[src/rtl/alu_pkg.sv]
// Shared ALU op encodings, RISC-V opcode constants and the per-entry flag
// record used by the issue stage queue.
package alu_pkg;

    localparam logic [2:0] ALU_AND = 3'b000;
    localparam logic [2:0] ALU_OR  = 3'b001;
    localparam logic [2:0] ALU_ADD = 3'b010;
    localparam logic [2:0] ALU_SUB = 3'b110;
    localparam logic [2:0] ALU_SLT = 3'b111;

    localparam logic [6:0] OP_R      = 7'b0110011;
    localparam logic [6:0] OP_I      = 7'b0010011;
    localparam logic [6:0] OP_LOAD   = 7'b0000011;
    localparam logic [6:0] OP_STORE  = 7'b0100011;
    localparam logic [6:0] OP_BRANCH = 7'b1100011;

    localparam int QDEPTH = 2;

    // Result and tag widths are module parameters, so they live beside this
    // record in the queue rather than inside it.
    typedef struct packed {
        logic       zero;
        logic [2:0] op;
        logic       taken;
        logic       illegal;
    } entry_flags_t;

endpackage

[src/rtl/alu_ctrl.sv]
// Decodes opcode/funct3/funct7b5 into ALU op, operand-B select, branch and
// illegal indications. Illegal encodings leave op at AND.
module alu_ctrl
    import alu_pkg::*;
(
    input  logic [6:0] opcode,
    input  logic [2:0] funct3,
    input  logic       funct7b5,
    output logic [2:0] op,
    output logic       bsel,
    output logic       is_branch,
    output logic       illegal
);
    always_comb begin
        op        = ALU_AND;
        bsel      = 1'b0;
        is_branch = 1'b0;
        illegal   = 1'b0;
        case (opcode)
            OP_R: begin
                case (funct3)
                    3'b000:  op = funct7b5 ? ALU_SUB : ALU_ADD;
                    3'b111:  op = ALU_AND;
                    3'b110:  op = ALU_OR;
                    3'b010:  op = ALU_SLT;
                    default: illegal = 1'b1;
                endcase
            end
            OP_I: begin
                bsel = 1'b1;
                case (funct3)
                    3'b000:  op = ALU_ADD;
                    3'b111:  op = ALU_AND;
                    3'b110:  op = ALU_OR;
                    3'b010:  op = ALU_SLT;
                    default: illegal = 1'b1;
                endcase
            end
            OP_LOAD, OP_STORE: begin
                op   = ALU_ADD;
                bsel = 1'b1;
            end
            OP_BRANCH: begin
                if (funct3 == 3'b000 || funct3 == 3'b001) begin
                    op        = ALU_SUB;
                    is_branch = 1'b1;
                end else begin
                    illegal = 1'b1;
                end
            end
            default: illegal = 1'b1;
        endcase
    end

endmodule

[src/rtl/yAlu.sv]
// Existing 32-bit combinational ALU: op[2] inverts B with carry-in,
// op[1:0] selects AND / OR / ADD-SUB / SLT.
module yAlu (
    output logic [31:0] z,
    output logic        ex,
    input  logic [31:0] a,
    input  logic [31:0] b,
    input  logic [2:0]  op
);
    logic [31:0] bb;
    logic [31:0] sum;
    logic        slt;

    assign bb  = op[2] ? ~b : b;
    assign sum = a + bb + {31'b0, op[2]};
    // Sign of a-b is only trustworthy when the operand signs agree.
    assign slt = (a[31] != b[31]) ? a[31] : sum[31];

    always_comb begin
        case (op[1:0])
            2'b00:   z = a & b;
            2'b01:   z = a | b;
            2'b10:   z = sum;
            default: z = {31'b0, slt};
        endcase
    end

    assign ex = (z == 32'b0);

endmodule

[src/rtl/alu_issue_stage.sv]
// Execute-stage front end: decode, operand-B select, yAlu evaluation and a
// 2-entry in-order skid queue toward the memory stage.
module alu_issue_stage
    import alu_pkg::*;
#(
    parameter int WIDTH = 32,
    parameter int TAGW  = 5
) (
    input  logic             clk,
    input  logic             rst,
    input  logic             in_valid,
    output logic             in_ready,
    input  logic [6:0]       in_opcode,
    input  logic [2:0]       in_funct3,
    input  logic             in_funct7b5,
    input  logic [WIDTH-1:0] in_rs1,
    input  logic [WIDTH-1:0] in_rs2,
    input  logic [WIDTH-1:0] in_imm,
    input  logic [TAGW-1:0]  in_tag,
    output logic             out_valid,
    input  logic             out_ready,
    output logic [WIDTH-1:0] out_result,
    output logic             out_zero,
    output logic [2:0]       out_op,
    output logic             out_taken,
    output logic             out_illegal,
    output logic [TAGW-1:0]  out_tag
);
    logic [2:0]       dec_op;
    logic             bsel;
    logic             is_branch;
    logic             illegal;
    logic [WIDTH-1:0] opb;
    logic [WIDTH-1:0] alu_z;
    logic             alu_zero_unused;
    logic [WIDTH-1:0] new_result;
    entry_flags_t     new_flags;

    alu_ctrl u_ctrl (
        .opcode    (in_opcode),
        .funct3    (in_funct3),
        .funct7b5  (in_funct7b5),
        .op        (dec_op),
        .bsel      (bsel),
        .is_branch (is_branch),
        .illegal   (illegal)
    );

    assign opb = bsel ? in_imm : in_rs2;

    // The ALU's own zero flag is ignored; zero is derived from the
    // possibly-forced result that actually gets queued.
    yAlu u_alu (
        .z  (alu_z),
        .ex (alu_zero_unused),
        .a  (in_rs1),
        .b  (opb),
        .op (dec_op)
    );

    always_comb begin
        new_result        = illegal ? '0 : alu_z;
        new_flags.zero    = (new_result == '0);
        new_flags.op      = dec_op;
        new_flags.illegal = illegal;
        // funct3[0] distinguishes BNE from BEQ
        new_flags.taken   = is_branch & (in_funct3[0] ? ~new_flags.zero : new_flags.zero);
    end

    logic [QDEPTH-1:0][WIDTH-1:0] q_result;
    logic [QDEPTH-1:0][TAGW-1:0]  q_tag;
    entry_flags_t [QDEPTH-1:0]    q_flags;
    logic                         head;
    logic [1:0]                   count;
    logic                         tail;
    logic                         push;
    logic                         pop;

    assign in_ready  = (count < 2'd2);
    assign out_valid = (count != 2'd0);
    assign push      = in_valid && in_ready;
    assign pop       = out_valid && out_ready;
    assign tail      = head ^ count[0];

    always_ff @(posedge clk) begin
        if (rst) begin
            q_result <= '0;
            q_tag    <= '0;
            q_flags  <= '0;
            head     <= 1'b0;
            count    <= 2'd0;
        end else begin
            if (push) begin
                q_result[tail] <= new_result;
                q_tag[tail]    <= in_tag;
                q_flags[tail]  <= new_flags;
            end
            if (pop)
                head <= ~head;
            case ({push, pop})
                2'b10:   count <= count + 2'd1;
                2'b01:   count <= count - 2'd1;
                default: count <= count;
            endcase
        end
    end

    assign out_result  = q_result[head];
    assign out_tag     = q_tag[head];
    assign out_zero    = q_flags[head].zero;
    assign out_op      = q_flags[head].op;
    assign out_taken   = q_flags[head].taken;
    assign out_illegal = q_flags[head].illegal;

endmodule

[config.mk]
export PLATFORM = sky130hd
export DESIGN_NAME = alu_issue_stage
export DESIGN_NICKNAME = d
export VERILOG_FILES = /design/src/rtl/alu_pkg.sv /design/src/rtl/alu_ctrl.sv /design/src/rtl/yAlu.sv /design/src/rtl/alu_issue_stage.sv
export SDC_FILE = /design/constraint.sdc
export NUM_CORES = 1
export LEC_CHECK = 0
export ABC_AREA = 1
export CAP_MARGIN = 20
export CORE_MARGIN = 4
export CORE_UTILIZATION = 30
export DETAILED_ROUTE_END_ITERATION = 10
export PLACE_DENSITY_LB_ADDON = 0.25
export SLEW_MARGIN = 30
export SYNTH_ARGS = -nofsm -noshare
export SYNTH_HDL_FRONTEND = slang
export SYNTH_SLANG_ARGS = --single-unit
[constraint.sdc]
create_clock -name clk -period 4.9 [get_ports clk]
set_input_delay 1.47 -clock clk [delete_from_list [all_inputs] [get_ports clk]]
set_output_delay 1.47 -clock clk [all_outputs]
set_load 0.005 [all_outputs]
==> out/results.tsv, run 1 <==
stage	metric	value	unit
clock_tree	holdBufCountCts	0	
die	fp.coreArea	0.0251	sq mm
die	dieWidth	168	um
synthesis	avgSynthCellArea	5.96	sq um
job	maxCapViolCount	0	
synthesis	yosysSeqAreaShare	23.3	%
detailed_routing	wl_per_cell	15.8	um
pwr	p_total	3.54	mW
synthesis	synthesis.nets	1439	
die	die_y	168	um
synthesis	synthCells	1283	
pwr	peakVddDrop	0.000206	V
global_route	grt_max_degree	71	
sta	setup_slack	0.172	ns
clock_tree	cts.sinks	89	
synthesis	synth_warnings	0	
cells_and_area	n_fill_cell	2522	
pwr	power_density	268	mW/mm^2
cells_and_area	final_nets	1836	
global_route	antenna_found_initial	0	
synthesis	ys_ff_latch	89	
sta	fin_crit_sh	96.5	%
sta	setup_violations	0	
synthesis	synth.distinct_cells	41	
global_route	grtUsageMet2	38.3	%
critical_path	arrival	5.01	ns
detailed_routing	via_per_inst	4.84	
status	status	finished clean	
global_route	grt-busiest-layer	met2	
detailed_routing	routed_wl	31.8	mm
placement	preCtsSetupSlack	-0.868	ns
clock_tree	root_buffer	clkbuf_16	
critical_path	startpoint_type	input pin	
sta	tightestPinTransition	0.820	ns
sta	min_period	4.73	ns
critical_path	crit_fanout	8	
placement	place_congestion	0.933	
cells_and_area	area_growth	73.0	%
die	die-area	0.0281	sq mm
global_route	grt_first_pass_wirelength	49.1	mm
placement	hpwl	23.9	mm
sta	finalHoldViolCount	0	
critical_path	required	5.18	ns
sta	fin_skew	0.00676	ns
detailed_routing	via_count	9746	
synthesis	syn-cell-area	0.00764	sq mm
placement	io_buffers	160	
die	rows	58	
critical_path	path_class	in -> reg	
die	start_util	30.4	%
critical_path	crit_path_end_kind	flip-flop	
pwr	power_leakage	6.14	nW
detailed_routing	drt_iter0_markers	659	
global_route	use_met3	2.74	%
clock_tree	cts_tree	built	
sta	slew_violations	0	
global_route	grt_use_met1	27.6	%
sta	fmax	0.212	GHz
sta	slew_headroom	45.3	%
worst_hold_path	hold_class	reg -> reg	
clock_tree	clockBufferDepth	2	
global_route	grt.overflow.total	0	
clock_tree	cts_buffers	9	
clock_tree	htree_levels	3	
detailed_routing	drt-pass1-iter-count	6	
detailed_routing	ant_nets	0	
cells_and_area	n_antenna_cell	0	
global_route	grt_usage	21.5	%
die	ios	161	
detailed_routing	drcViolationCount	0	
clock_tree	clock_latency	0.35	ns
cells_and_area	drive_above_1_share	33.2	%
clock_tree	clk_pin_slew	0.06	ns
global_route	grt_pass1_vias	9502	
-- where the power goes --
group	switching [mW]	internal [mW]	leakage, nW
Clock	0.289	0.445	0.144
Sequential	0.101	0.943	0.731
Combinational	0.922	0.838	5.26
Total	1.31	2.23	6.14
-- what timing repair did --
item	CTS	global route
pin swaps	31	125
endpoints found under the hold margin	0	0
setup buffers	25	27
cloned	2	1
gates resized for setup	118	236
endpoints found under the setup margin	8	6
-- flip-flops by register name, indices dropped and copies added (netlist names) --
name      cells
head          1
count         2
q_tag        10
q_flags      12
q_result     64
-- metal layers --
layer / wire, um / share of wire (%) / vias to the layer above
met5: 0 / 0 / -
met4: 843 / 2.7 / 0
met3: 1250 / 3.9 / 52
met2: 15800 / 50 / 215
met1: 13900 / 44 / 4498
li1: - / - / 4981
-- final timing paths --
kind / end / start / slack [ns] / depth (start not counted)
max reg2reg: q_result[3] / head / 2.30 / 7
min reg2reg: q_tag[2] / q_tag[2] / 0.48 / 2
min: q_tag[2] / q_tag[2] / 0.48 / 2
max: q_flags[1] / in_opcode[1] / 0.17 / 28
-- cell families (layout without fill, tap and decap cells) --
group | after synthesis | after routing | share of synthesized area [%]
buffers and inverters | 173 | 575 | 9.08
flip-flops | 89 | 89 | 23.3
AND/OR/NAND/NOR | 621 | 621 | 34.4
AO/OA/AOI/OAI | 317 | 317 | 21.5
multiplexers | 8 | 8 | 1.05
adder cells (fa/ha/maj) | 40 | 40 | 6.64
XOR/XNOR | 35 | 35 | 4.01
-- area by class of cell --
class / instances / area, sq um / area share [%]
clock buffers: 9 / 225 / 1.70
clock inverters: 7 / 95.1 / 0.719
inverters: 118 / 453 / 3.42
multi-input cells: 1021 / 6310 / 47.7
flip-flops and latches: 89 / 1780 / 13.5
well taps: 330 / 413 / 3.12
repair buffers: 441 / 3950 / 29.9
-- per-stage QoR --
stage               area [sq um]  utilization (%)  instances  hold WS (ns)  TNS (ns)
floorplan                   7640                -       1283         0.451         0
global placement           11200             44.7       1946         0.465     -9.58
detailed placement         11200             44.7       1946         0.474     -9.12
CTS                        12200             48.4       1989         0.489         0
global route               13200             52.7       2015         0.515   -0.0844
finish                     13200             52.7       2015         0.484         0
-- cell usage in the layout (no fill, tap or decap), drive strengths merged --
master and n:
o221a 2, nand4 11, a31oi 3, nor3 15, xnor2 18, clkinvlp 4
o21ai 159, clkdlybuf4s50 149, clkinv 4, nor4 1, or2 8, clkbuf 16
a21oi 136, nand3b 8, o211ai 2, fa 1, o211a 1, o21bai 3
ha 39, dfxtp 89, nand2 412, o21a 5, o22ai 4, nand3 60
buf 280, bufinv 2, nor2 106, inv 115, dlymetal6s2s 3, mux2i 8
xor2 17, clkdlybuf4s15 2, a21boi 2
-- critical path, stage by stage --
cell and delay [ns]:
clkdlybuf4s15_1 0.17, nand2_2 0.08, inv_4 0.08, nand3_4 0.10, nor2_4 0.12, nand2_2 0.10
nand2_8 0.11, buf_12 0.15, buf_4 0.18, xor2_1 0.25, ha_4 0.27, a21oi_4 0.19
o21ai_2 0.08, a21oi_2 0.17, buf_4 0.14, buf_4 0.09, buf_4 0.09, o211a_1 0.13
nand2_1 0.06, o21ai_1 0.16, a21oi_2 0.09, nor2_1 0.11, nand2_1 0.07, nor2_2 0.13
nand3_2 0.12, nand2_2 0.08, nand3_2 0.08, a21oi_2 0.14
-- cell usage after synthesis, drive strengths merged --
library cell / n / area [sq um]
o22ai: 4 / 25.0
nand3b: 8 / 60.1
xnor2: 18 / 158
dfxtp: 89 / 1780
o211a: 1 / 10.0
buf: 17 / 106
o211ai: 2 / 15.0
clkbuf: 38 / 143
o21bai: 3 / 22.5
nor4: 1 / 6.26
a31oi: 3 / 18.8
o21a: 5 / 37.5
inv: 116 / 438
fa: 1 / 20.0
or2: 8 / 50.1
xor2: 17 / 149
nor2: 106 / 432
nor3: 15 / 75.1
o21ai: 159 / 796
clkinv: 2 / 7.51
nand3: 60 / 315
mux2i: 8 / 80.1
ha: 39 / 488
o221a: 2 / 22.5
a21boi: 2 / 15.0
nand2: 412 / 1610
nand4: 11 / 81.3
a21oi: 136 / 681
No activity file was read; power rests on OpenSTA's default activity.
==> run 2, diff against run 1 <==
--- a/config.mk
+++ b/config.mk
@@ -9,5 +9,5 @@
 export CAP_MARGIN = 20
 export CORE_MARGIN = 4
-export CORE_UTILIZATION = 30
+export CORE_UTILIZATION = 48
 export DETAILED_ROUTE_END_ITERATION = 10
 export PLACE_DENSITY_LB_ADDON = 0.25
==> constraint.sdc (replaced) <==
create_clock -name clk -period 4.9 [get_ports clk]
set_input_delay 0.49 -clock clk [delete_from_list [all_inputs] [get_ports clk]]
set_output_delay 0.49 -clock clk [all_outputs]
set_load 0.005 [all_outputs]
==> out/results.tsv, run 2 (synthesis results as in run 1) <==
stage	metric	value	unit
status	status	finished clean	
critical_path	worst_path_largest_cell_delay	0.49	ns
clock_tree	cts_setup_buffers	0	
cells_and_area	final_nets	1569	
cells_and_area	stdcell_area	0.00972	sq mm
detailed_routing	routed_wl	25.4	mm
sta	fin_crit_sh	90.4	%
pwr	power_leakage	4.54	nW
critical_path	arrival	4.69	ns
cells_and_area	n_fill_cell	1500	
sta	timing.hold.ws	0.484	ns
cells_and_area	largest_reg_flops	64	
sta	slew_violations	0	
cells_and_area	fin_util	63.0	%
cells_and_area	layout_common_cells	nand2_1, clkdlybuf4s50_1, o21ai_0	
clock_tree	clockBufferDepth	2	
die	ios	161	
global_route	grt_first_pass_wirelength	40.3	mm
cells_and_area	n_antenna_cell	0	
die	fp.coreArea	0.0154	sq mm
pwr	p_total	3.06	mW
placement	place_congestion	1.06	
critical_path	slowest_stage	clkdlybuf4s50_1	
clock_tree	htree_levels	3	
clock_tree	cts_tree	built	
cells_and_area	final_cell_count_no_fill	1628	
sta	finalHoldViolCount	0	
pwr	power_density	315	mW/mm^2
pwr	peakVddDrop	0.000234	V
clock_tree	root_buffer	clkbuf_16	
critical_path	crit_path_end_kind	flip-flop	
worst_hold_path	hold_class	reg -> reg	
global_route	grt_max_degree	59	
die	dieWidth	134	um
global_route	grt_usage	27.2	%
global_route	grt_pass1_vias	8248	
detailed_routing	drt-pass1-iter-count	5	
cells_and_area	drive_above_1_share	5.65	%
clock_tree	cts.sinks	89	
sta	min_period	4.43	ns
global_route	antenna_found_initial	0	
clock_tree	clock_latency	0.34	ns
cells_and_area	top_regs	q_result x64, q_flags x12, q_tag x10	
cells_and_area	regMostFlops	q_result	
sta	setup_slack	0.470	ns
placement	io_buffers	160	
sta	tightestPinTransition	0.914	ns
critical_path	crit_fanout	6	
placement	place_inst	1613	
sta	slew_headroom	39.0	%
sta	fin_skew	0.00449	ns
critical_path	startpoint_type	input pin	
sta	setup_violations	0	
job	maxCapViolCount	0	
clock_tree	cts_buffers	9	
detailed_routing	drt_iter0_markers	890	
placement	dpl_cell_area	0.00940	sq mm
detailed_routing	ant_nets	0	
sta	fmax	0.226	GHz
detailed_routing	drcViolationCount	0	
detailed_routing	via_count	8891	
clock_tree	holdBufCountCts	0	
critical_path	required	5.16	ns
critical_path	path_class	in -> reg	
global_route	grt.overflow.total	0	
die	rows	45	
detailed_routing	via_per_inst	5.46	
cells_and_area	area_growth	27.1	%
detailed_routing	wl_per_cell	15.6	um
die	start_util	49.6	%
cells_and_area	mostFrequentLayoutCell	nand2_1	
critical_path	crit_path_frequent_cell	nand2_1	
placement	preCtsSetupSlack	0.115	ns
clock_tree	clk_pin_slew	0.06	ns
die	die_y	134	um
sta	fin_setup_tns	0	ns
die	die-area	0.0180	sq mm
placement	hpwl	19.5	mm
==> run 2: changes by cell type in the layout (fill, tap and decap cells not counted), sizes merged <==
cell,previous run,this run
bufinv,2,0
inv,115,116
clkdlybuf4s15,2,0
clkinv,4,5
clkinvlp,4,0
buf,280,14
dlymetal6s2s,3,2
clkbuf,16,12
clkdlybuf4s50,149,158
==> run 2: final timing paths <==
kind	from	cells past startpoint	endpoint	slack, ns
max	in_opcode[3]	26	q_flags[1]	0.47
min	q_tag[4]	2	q_tag[4]	0.48
max reg2reg	head	6	q_result[23]	2.07
min reg2reg	q_tag[4]	2	q_tag[4]	0.48
==> run 2: critical path, delay by kind of cell <==
family / cells / cell delay [ns]
XOR/XNOR: 1 / 0.08
buffers and inverters: 3 / 0.72
AO/OA/AOI/OAI: 6 / 1.37
adder cells (fa/ha/maj): 1 / 0.36
AND/OR/NAND/NOR: 15 / 1.68
==> run 2: power by group <==
group | internal, mW | total, mW | switching (mW)
clock | 0.379 | 0.645 | 0.266
combinational | 0.599 | 1.36 | 0.764
sequential | 0.944 | 1.05 | 0.109
total | 1.92 | 3.06 | 1.14
==> run 2: layer usage <==
layer	up-vias	share of wire (%)	global-route usage [%]
li1	4444	-	-
met1	3975	44	36.8
met2	397	43	42.1
met3	75	8.6	5.78
met4	0	3.8	11.3
met5	-	0	0
==> run 2: area by class of cell <==
| cell class | count | area, sq um | share of cell area [%] |
|---|---|---|---|
| clock buffers | 12 | 267 | 2.74 |
| clock inverters | 3 | 15.0 | 0.154 |
| inverters | 118 | 448 | 4.61 |
| multi-input cells | 1021 | 5200 | 53.5 |
| flip-flops and latches | 89 | 1780 | 18.3 |
| well taps | 211 | 264 | 2.72 |
| repair buffers | 174 | 1740 | 17.9 |
==> run 2: repair_timing <==
item / CTS / global route
setup endpoints to repair: 0 / 4
hold endpoints to repair: 0 / 0
resized for setup: 0 / 9
==> run 3, diff against run 2 <==
- MAX_ROUTING_LAYER: default -> met4
==> out/results.tsv, run 3 (synthesis results as in run 1) <==
stage	metric	value	unit
placement	place_congestion	1.10	
global_route	grt_usage	28.6	%
global_route	grt_pass1_vias	8200	
sta	setup_violations	0	
die	die_y	134	um
sta	min_period	4.51	ns
job	maxCapViolCount	0	
sta	finalHoldViolCount	0	
critical_path	crit_path_end_kind	flip-flop	
global_route	grt_first_pass_wirelength	41.0	mm
die	rows	45	
cells_and_area	drive_above_1_share	5.77	%
cells_and_area	largest_reg_flops	64	
pwr	power_density	333	mW/mm^2
clock_tree	cts_tree	built	
global_route	use_met3	4.76	%
die	fp.coreArea	0.0154	sq mm
sta	slew_violations	0	
die	dieWidth	134	um
cells_and_area	area_growth	28.2	%
global_route	grt_max_degree	52	
detailed_routing	drt_iter0_markers	1053	
die	start_util	49.6	%
sta	tightestPinTransition	0.779	ns
critical_path	regToRegSetupSlack	2.20	ns
placement	dpl_cell_area	0.00943	sq mm
detailed_routing	ant_nets	0	
sta	fin_skew	0.00376	ns
placement	hpwl	19.5	mm
detailed_routing	via_per_inst	5.45	
clock_tree	htree_levels	3	
global_route	grt-busiest-layer	met2	
detailed_routing	drt-pass1-iter-count	6	
sta	timing.hold.ws	0.492	ns
cells_and_area	stdcell_area	0.00980	sq mm
critical_path	arrival	4.78	ns
status	status	finished clean	
cells_and_area	mostFrequentLayoutCell	nand2_1	
cells_and_area	final_nets	1571	
global_route	grt.overflow.total	0	
cells_and_area	top_regs	q_result x64, q_flags x12, q_tag x10	
clock_tree	ctsResizeCount	0	
cells_and_area	layout_common_cells	nand2_1, clkdlybuf4s50_1, o21ai_0	
sta	fin_setup_tns	0	ns
clock_tree	root_buffer	clkbuf_16	
global_route	grt_use_met1	37.7	%
critical_path	path_class	in -> reg	
die	die-area	0.0180	sq mm
die	ios	161	
sta	rsz0062_at_grt	no	
placement	io_buffers	160	
critical_path	startpoint_type	input pin	
critical_path	required	5.17	ns
sta	fmax	0.222	GHz
clock_tree	clockBufferDepth	2	
global_route	antenna_found_initial	0	
pwr	p_total	3.26	mW
cells_and_area	regMostFlops	q_result	
clock_tree	clock_latency	0.34	ns
clock_tree	cts_buffers	9	
cells_and_area	n_antenna_cell	0	
pwr	peakVddDrop	0.000257	V
detailed_routing	wl_per_cell	15.6	um
clock_tree	cts.sinks	89	
critical_path	crit_fanout	7	
detailed_routing	drcViolationCount	0	
sta	fin_crit_sh	92.1	%
clock_tree	clk_pin_slew	0.06	ns
detailed_routing	via_count	8897	
clock_tree	holdBufCountCts	0	
global_route	grtUsageMet2	44.7	%
clock_tree	cts_setup_buffers	0	
worst_hold_path	hold_class	reg -> reg	
pwr	power_leakage	4.56	nW
detailed_routing	routed_wl	25.4	mm
sta	slew_headroom	48.0	%
==> run 3: cell count changes in the layout (fill, tap and decap cells not counted), sizes merged <==
cell	change
bufinv	+4
clkbuf	-3
clkinv	-3
clkinvlp	+3
buf	+2
clkdlybuf4s50	+2
dlymetal6s2s	-2
==> run 3: worst max-delay path, stage by stage <==
cell and delay [ns]:
clkdlybuf4s50_1 0.46, nor2_2 0.21, nand3_2 0.16, nor2_2 0.13, nand2_1 0.08, nand2_2 0.22
buf_4 0.20, xnor2_1 0.12, ha_1 0.31, a21oi_1 0.22, inv_1 0.06, a31oi_1 0.28
o21ai_0 0.16, a21boi_0 0.28, nand2_1 0.13, nand2_1 0.09, nand3_1 0.06, nand3_1 0.08
nand2_1 0.10, o21ai_0 0.28, nand2_1 0.11, nor2_2 0.12, nand3_2 0.10, nand2_1 0.07
nand3_1 0.09, a21oi_1 0.16
==> run 3: final timing paths <==
| path | startpoint | to | depth (start not counted) |
|---|---|---|---|
| min reg2reg | q_tag[4] | q_tag[4] | 2 |
| max | in_opcode[3] | q_flags[1] | 26 |
| max reg2reg | head | q_flags[5] | 6 |
| min | q_tag[4] | q_tag[4] | 2 |
==> run 3: layout make-up <==
| cell class | instances | area (sq um) |
|---|---|---|
| Fill cell | 1468 | 5630 |
| Multi-Input combinational cell | 1021 | 5180 |
| Sequential cell | 89 | 1780 |
| Timing Repair Buffer | 176 | 1770 |
| Inverter | 118 | 445 |
| Tap cell | 211 | 264 |
| Clock buffer | 9 | 225 |
| Clock inverter | 7 | 143 |
==> run 3: metal layers <==
metal	routed length (um)	vias to the layer above
met5	0	-
met1	11000	3970
li1	-	4464
met4	842	0
met3	2230	64
met2	11300	399
==> run 3: through the flow <==
step                instances  worst slack (ns)  util (%)
finish                   1631             0.389      63.5
global route             1631            0.0386      63.5
CTS                      1631             0.473      63.5
detailed placement       1615             0.144      61.2
global placement         1614             0.256      61.0
floorplan                1283              1.07         -
==> run 3: power breakdown <==
group	total, mW	leakage, nW	internal [mW]	switching [mW]
clock	0.831	0.168	0.549	0.282
sequential	1.05	0.731	0.944	0.111
combinational	1.37	3.66	0.613	0.762
total	3.26	4.56	2.11	1.15
